## src/rtl/sine_pkg.sv

```systemverilog
// Shared definitions for the sine generator / decimator pair.
package sine_pkg;

    localparam int DEFAULT_WINDOW = 256;

    typedef enum logic {
        IDLE = 1'b0,
        RUN  = 1'b1
    } state_t;

endpackage

```

## src/rtl/sine_dec_outreg.sv

```systemverilog
// Output holding register for the decimator: keeps a completed window
// total until the consumer takes it, and flags totals that had to be dropped.
module sine_dec_outreg
    import sine_pkg::*;
#(
    parameter int SW = 9
) (
    input  logic          clk_100,
    input  logic          rst_n,
    input  logic          i_load,
    input  logic [SW-1:0] i_total,
    input  logic          i_ready,
    input  logic          i_ovr_clr,
    output logic [SW-1:0] o_sample,
    output logic          o_valid,
    output logic          o_overrun
);

    logic [SW-1:0] r_sample;
    logic          r_valid;
    logic          r_overrun;
    logic          w_handshake;
    logic          w_drop;

    assign w_handshake = r_valid & i_ready;
    // A total arriving while an unconsumed one is still held is lost.
    assign w_drop      = i_load & r_valid & ~i_ready;

    // Load a new total when the register is free or being emptied this cycle.
    always_ff @(posedge clk_100) begin
        if (!rst_n) begin
            r_sample <= '0;
            r_valid  <= 1'b0;
        end else if (i_load && (!r_valid || i_ready)) begin
            r_sample <= i_total;
            r_valid  <= 1'b1;
        end else if (w_handshake) begin
            r_valid  <= 1'b0;
        end
    end

    // Sticky overrun; a drop in the same cycle as a clear keeps it set.
    always_ff @(posedge clk_100) begin
        if (!rst_n) begin
            r_overrun <= 1'b0;
        end else if (w_drop) begin
            r_overrun <= 1'b1;
        end else if (i_ovr_clr) begin
            r_overrun <= 1'b0;
        end
    end

    assign o_sample  = r_sample;
    assign o_valid   = r_valid;
    assign o_overrun = r_overrun;

endmodule

```

## src/rtl/sine_decimator.sv

```systemverilog
// Counts ones in fixed windows of a 1-bit sine bitstream and hands each
// window total to a valid/ready consumer.
// Optional build macro SINE_DECIMATOR_SYNC_EN: bit_in (and en, so that the
// window framing stays aligned with the bits) pass through a 2-flop
// synchroniser, delaying every sample by two cycles.
//
// state | meaning
// IDLE  | counters held at zero, waiting for en
// RUN   | counting a window; total emitted every WINDOW cycles
module sine_decimator
    import sine_pkg::*;
#(
    parameter int WINDOW = DEFAULT_WINDOW,
    parameter int SW     = $clog2(WINDOW) + 1
) (
    input  logic          clk_100,
    input  logic          rst_n,
    input  logic          bit_in,
    input  logic          en,
    input  logic          sample_ready,
    input  logic          ovr_clr,
    output logic [SW-1:0] sample,
    output logic          sample_valid,
    output logic          overrun
);

    localparam int            CW   = $clog2(WINDOW);
    localparam logic [CW-1:0] LAST = CW'(WINDOW - 1);

    logic          w_bit;
    logic          w_en;
    state_t        r_state;
    state_t        w_state_nxt;
    logic [CW-1:0] r_win_cnt;
    logic [SW-1:0] r_ones_acc;
    logic          w_run;
    logic          w_last;
    logic [SW-1:0] w_total;

`ifdef SINE_DECIMATOR_SYNC_EN
    logic [1:0] r_bit_sync;
    logic [1:0] r_en_sync;

    // Two-flop synchroniser; en rides along so windows frame the same bits.
    always_ff @(posedge clk_100) begin
        if (!rst_n) begin
            r_bit_sync <= 2'b00;
            r_en_sync  <= 2'b00;
        end else begin
            r_bit_sync <= {r_bit_sync[0], bit_in};
            r_en_sync  <= {r_en_sync[0], en};
        end
    end

    assign w_bit = r_bit_sync[1];
    assign w_en  = r_en_sync[1];
`else
    assign w_bit = bit_in;
    assign w_en  = en;
`endif

    // FSM state register.
    always_ff @(posedge clk_100) begin
        if (!rst_n) begin
            r_state <= IDLE;
        end else begin
            r_state <= w_state_nxt;
        end
    end

    // FSM next-state logic.
    always_comb begin
        w_state_nxt = r_state;
        case (r_state)
            IDLE:    if (w_en)  w_state_nxt = RUN;
            RUN:     if (!w_en) w_state_nxt = IDLE;
            default: w_state_nxt = IDLE;
        endcase
    end

    assign w_run   = (r_state == RUN) && w_en;
    assign w_last  = w_run && (r_win_cnt == LAST);
    assign w_total = r_ones_acc + {{(SW-1){1'b0}}, w_bit};

    // Window counter and ones accumulator; a dropped en discards the partial window.
    always_ff @(posedge clk_100) begin
        if (!rst_n || !w_run) begin
            r_win_cnt  <= '0;
            r_ones_acc <= '0;
        end else if (w_last) begin
            r_win_cnt  <= '0;
            r_ones_acc <= '0;
        end else begin
            r_win_cnt  <= r_win_cnt + CW'(1);
            r_ones_acc <= w_total;
        end
    end

    sine_dec_outreg #(
        .SW (SW)
    ) u_outreg (
        .clk_100   (clk_100),
        .rst_n     (rst_n),
        .i_load    (w_last),
        .i_total   (w_total),
        .i_ready   (sample_ready),
        .i_ovr_clr (ovr_clr),
        .o_sample  (sample),
        .o_valid   (sample_valid),
        .o_overrun (overrun)
    );

endmodule

```

## config.mk

```make
export PLATFORM = sky130hd
export DESIGN_NAME = sine_decimator
export DESIGN_NICKNAME = d
export VERILOG_FILES = /design/src/rtl/sine_pkg.sv /design/src/rtl/sine_dec_outreg.sv /design/src/rtl/sine_decimator.sv
export SDC_FILE = /design/constraint.sdc
export NUM_CORES = 1
export LEC_CHECK = 0
export BUFFER_PORTS_ARGS = -buffer_cell sky130_fd_sc_hd__buf_2
export CAP_MARGIN = 20
export CORE_UTILIZATION = 35
export DETAILED_ROUTE_END_ITERATION = 8
export GPL_TIMING_DRIVEN = 0
export PLACE_DENSITY = 0.63
export SETUP_SLACK_MARGIN = 0.02
export SYNTH_ARGS = -nofsm -noshare
export SYNTH_HDL_FRONTEND = slang
export SYNTH_SLANG_ARGS = --single-unit
```

## constraint.sdc

```tcl
create_clock -name clk_100 -period 2.3 [get_ports clk_100]
set_input_delay 0.345 -clock clk_100 [delete_from_list [all_inputs] [get_ports clk_100]]
set_output_delay 0.345 -clock clk_100 [all_outputs]
set_load 0.02 [all_outputs]
```

==> flow_metrics.py <==
metrics = {
    "drt": {
        "wl_mm": 1.99,
        "drc": 0,
        "ant_nets": 0,
        "dr.pass1.iters": 3,
        "num_vias": 850,
        "viasPerCell": 4.62,
        "wire_per_inst_um": 10.8,
        "drt-initial-drc-count": 22,
    },
    "power": {
        "powerDensity_nw_per_um2": 704,
        "p_leak_nw": 0.561,
        "ir_worst_vdd_v": 0.000376,
    },
    "die": {
        "rows": 20,
        "start_util_pct": 36.9,
        "die_w_um": 59.0,
        "dieArea_um2": 3480,
        "die_y_um": 59.0,
        "io_pins": 17,
        "coreArea_um2": 3080,
    },
    "sta": {
        "period_share_pct": 81.9,
        "final-setup-viol-count": 0,
        "finalMaxSlewViolations": 0,
        "slew_headroom_pct": 60.2,
        "max_freq_ghz": 0.531,
        "tns_ns": 0,
        "rsz0062_at_grt": "false",
        "final.min_clock_period_ns": 1.88,
        "hold_viol": 0,
        "whs_ns": 0.264,
        "worst_pin_slew_ns": 0.593,
        "final.setup_skew_ns": 0.0117,
    },
    "status": {
        "status": "completed",
    },
    "grt": {
        "antenna_found_initial": 0,
        "grt.overflow.total": 0,
        "grt_max_degree": 11,
        "grt_util_all_layers_pct": 14.4,
        "grt_pass1_wl_mm": 3.48,
        "grt_pass1_vias": 817,
    },
    "synth": {
        "async_reset_ff_share_pct": 0,
        "synth.avg_cell_area_um2": 9.79,
        "synth_top_area_share_pct": 51.1,
        "seq_area_frac_synth_pct": 51.1,
        "ys.flop_type": "dfxtp_1",
        "ys_ff_latch": 29,
        "synth.net_count": 125,
        "synth_edf_count": 0,
        "synth_area_um2": 1140,
        "ys_types": 25,
        "ys_warn_count": 0,
        "synth_top_area_cell": "dfxtp_1",
        "yosys-top-cells-area": "dfxtp_1 (51%), nor2_1 (5.0%), xor2_1 (4.6%)",
        "netlist_instances": 116,
    },
    "setup_path": {
        "critPathLaunchType": "flop",
        "cp.required_ns": 2.52,
        "r2r_end": "r_ones_acc[3]$_SDFF_PP0_",
        "arrival_ns": 2.10,
        "path_class": "flop to flop",
        "r2r-start": "r_win_cnt[0]$_SDFF_PP0_",
        "critPathMaxFanout": 10,
        "worstRegToRegCells": 5,
        "rrSetupSlack_ns": 0.42,
        "setup.worst_path.end_class": "flop",
    },
    "hold_path": {
        "hold_start": "en",
        "hold_end": "r_state$_SDFF_PN0_",
        "hold_depth": 2,
        "hold_class": "input port to flop",
    },
    "cts": {
        "clk_pin_slew_worst_paths_ns": 0.09,
        "hold_buffers": 0,
        "cts_resized": 0,
        "cts_setup_buffers": 0,
        "clk_path_buf_depth": 2,
        "cts_max_level": 2,
        "insertion_delay_ns": 0.33,
        "clockRootBuffer": "clkbuf_4",
        "cts_buffers": 5,
        "cts_sinks": 29,
        "cts_tree": "done",
    },
    "cells_and_area": {
        "diodes": 0,
        "layout_commonest_cell": "dfxtp_1",
        "syn_to_final_growth_pct": 19.4,
        "final_cell_mix": "dfxtp_1 (29), buf_2 (17), nor2_1 (15)",
        "drive_above_1_share_pct": 19.3,
        "nNetsFinal": 148,
    },
    "placement": {
        "portBuffers": 16,
        "gp_congestion": 0.830,
        "hpwlAfterDp_mm": 1.49,
    },
    "flow_run": {
        "max_cap_violations": 0,
    },
}
routing by layer:
metal / up-vias / track usage (%) / part of all wire [%]
met2: 18 / 22.9 / 45
met1: 380 / 15.8 / 47
met5: - / 0 / 0
met3: 5 / 6.55 / 5.5
met4: 0 / 8.16 / 2.5
li1: 447 / - / -
layout make-up:
class	instances	area [um2]
buffer	2	8.76
clock buffer	7	55.1
clock inverter	1	30.0
fill	317	1720
inverter	3	11.3
multi-input combinational	82	536
sequential	29	581
tap	44	55.1
timing repair buffer	16	80.1
registers in the layout, indices dropped and copies added, names as in the netlist:
register,cells
u_outreg.o_sample,9
r_state,1
r_win_cnt,8
u_outreg.o_overrun,1
u_outreg.o_valid,1
r_ones_acc,9
synthesized netlist by cell type (4+ instances only):
master    n
dfxtp_1  29
nor2_1   15
nand3_1   8
a21oi_1   7
nand2_1   7
o21ai_0   6
xor2_1    6
nor2b_1   5
xnor2_1   5
and3_1    4
cells by family after synthesis:
| kind of cell | synth area share, % |
|---|---|
| buffers and inverters | 1.76 |
| AO/OA/AOI/OAI | 9.80 |
| AND/OR/NAND/NOR | 23.8 |
| adder cells (fa/ha/maj) | 3.30 |
| multiplexers | 1.76 |
| flip-flops | 51.1 |
| XOR/XNOR | 8.48 |
through the flow:
stage | cells | setup WS [ns] | power, mW | utilization [%] | cell area, um2
3_5_place_dp | 176 | 0.398 | 0.534 | 41.3 | 1270
5_1_grt | 184 | 0.261 | 0.993 | 44.1 | 1360
3_3_place_gp | 176 | 0.455 | 0.533 | 41.3 | 1270
4_1_cts | 184 | 0.398 | 0.965 | 44.1 | 1360
6_report | 184 | 0.417 | 0.954 | 44.1 | 1360
2_1_floorplan | 116 | 0.697 | 0.525 | - | 1140
where the power goes:
part / leakage [nW] / switching (mW) / internal, mW
logic: 0.281 / 0.0103 / 0.00693
clock network: 0.0455 / 0.173 / 0.259
registers: 0.234 / 0.000915 / 0.503
worst max-delay path by stage:
stage / start / end / slack [ns] / cells past startpoint
6_report: r_win_cnt[0]$_SDFF_PP0_ / r_ones_acc[3]$_SDFF_PP0_ / 0.42 / 5
5_1_grt: r_win_cnt[0]$_SDFF_PP0_ / r_ones_acc[4]$_SDFF_PP0_ / 0.26 / 5
4_1_cts: r_win_cnt[0]$_SDFF_PP0_ / r_ones_acc[5]$_SDFF_PP0_ / 0.40 / 5
3_5_place_dp: r_win_cnt[0]$_SDFF_PP0_ / r_ones_acc[5]$_SDFF_PP0_ / 0.40 / 5
3_3_place_gp: r_win_cnt[0]$_SDFF_PP0_ / r_ones_acc[3]$_SDFF_PP0_ / 0.46 / 5
2_1_floorplan: r_win_cnt[0]$_SDFF_PP0_ / u_outreg.o_sample[0]$_SDFFE_PN0P_ / 0.70 / 5
worst max-delay path, stage by stage, from the launching register on:
cell and delay (ns):
dfxtp_1 0.36, ha_1 0.24, nand3_1 0.22, o2111ai_1 0.57, buf_2 0.33, nor2_1 0.07
Power figures use the tool's default switching activity.
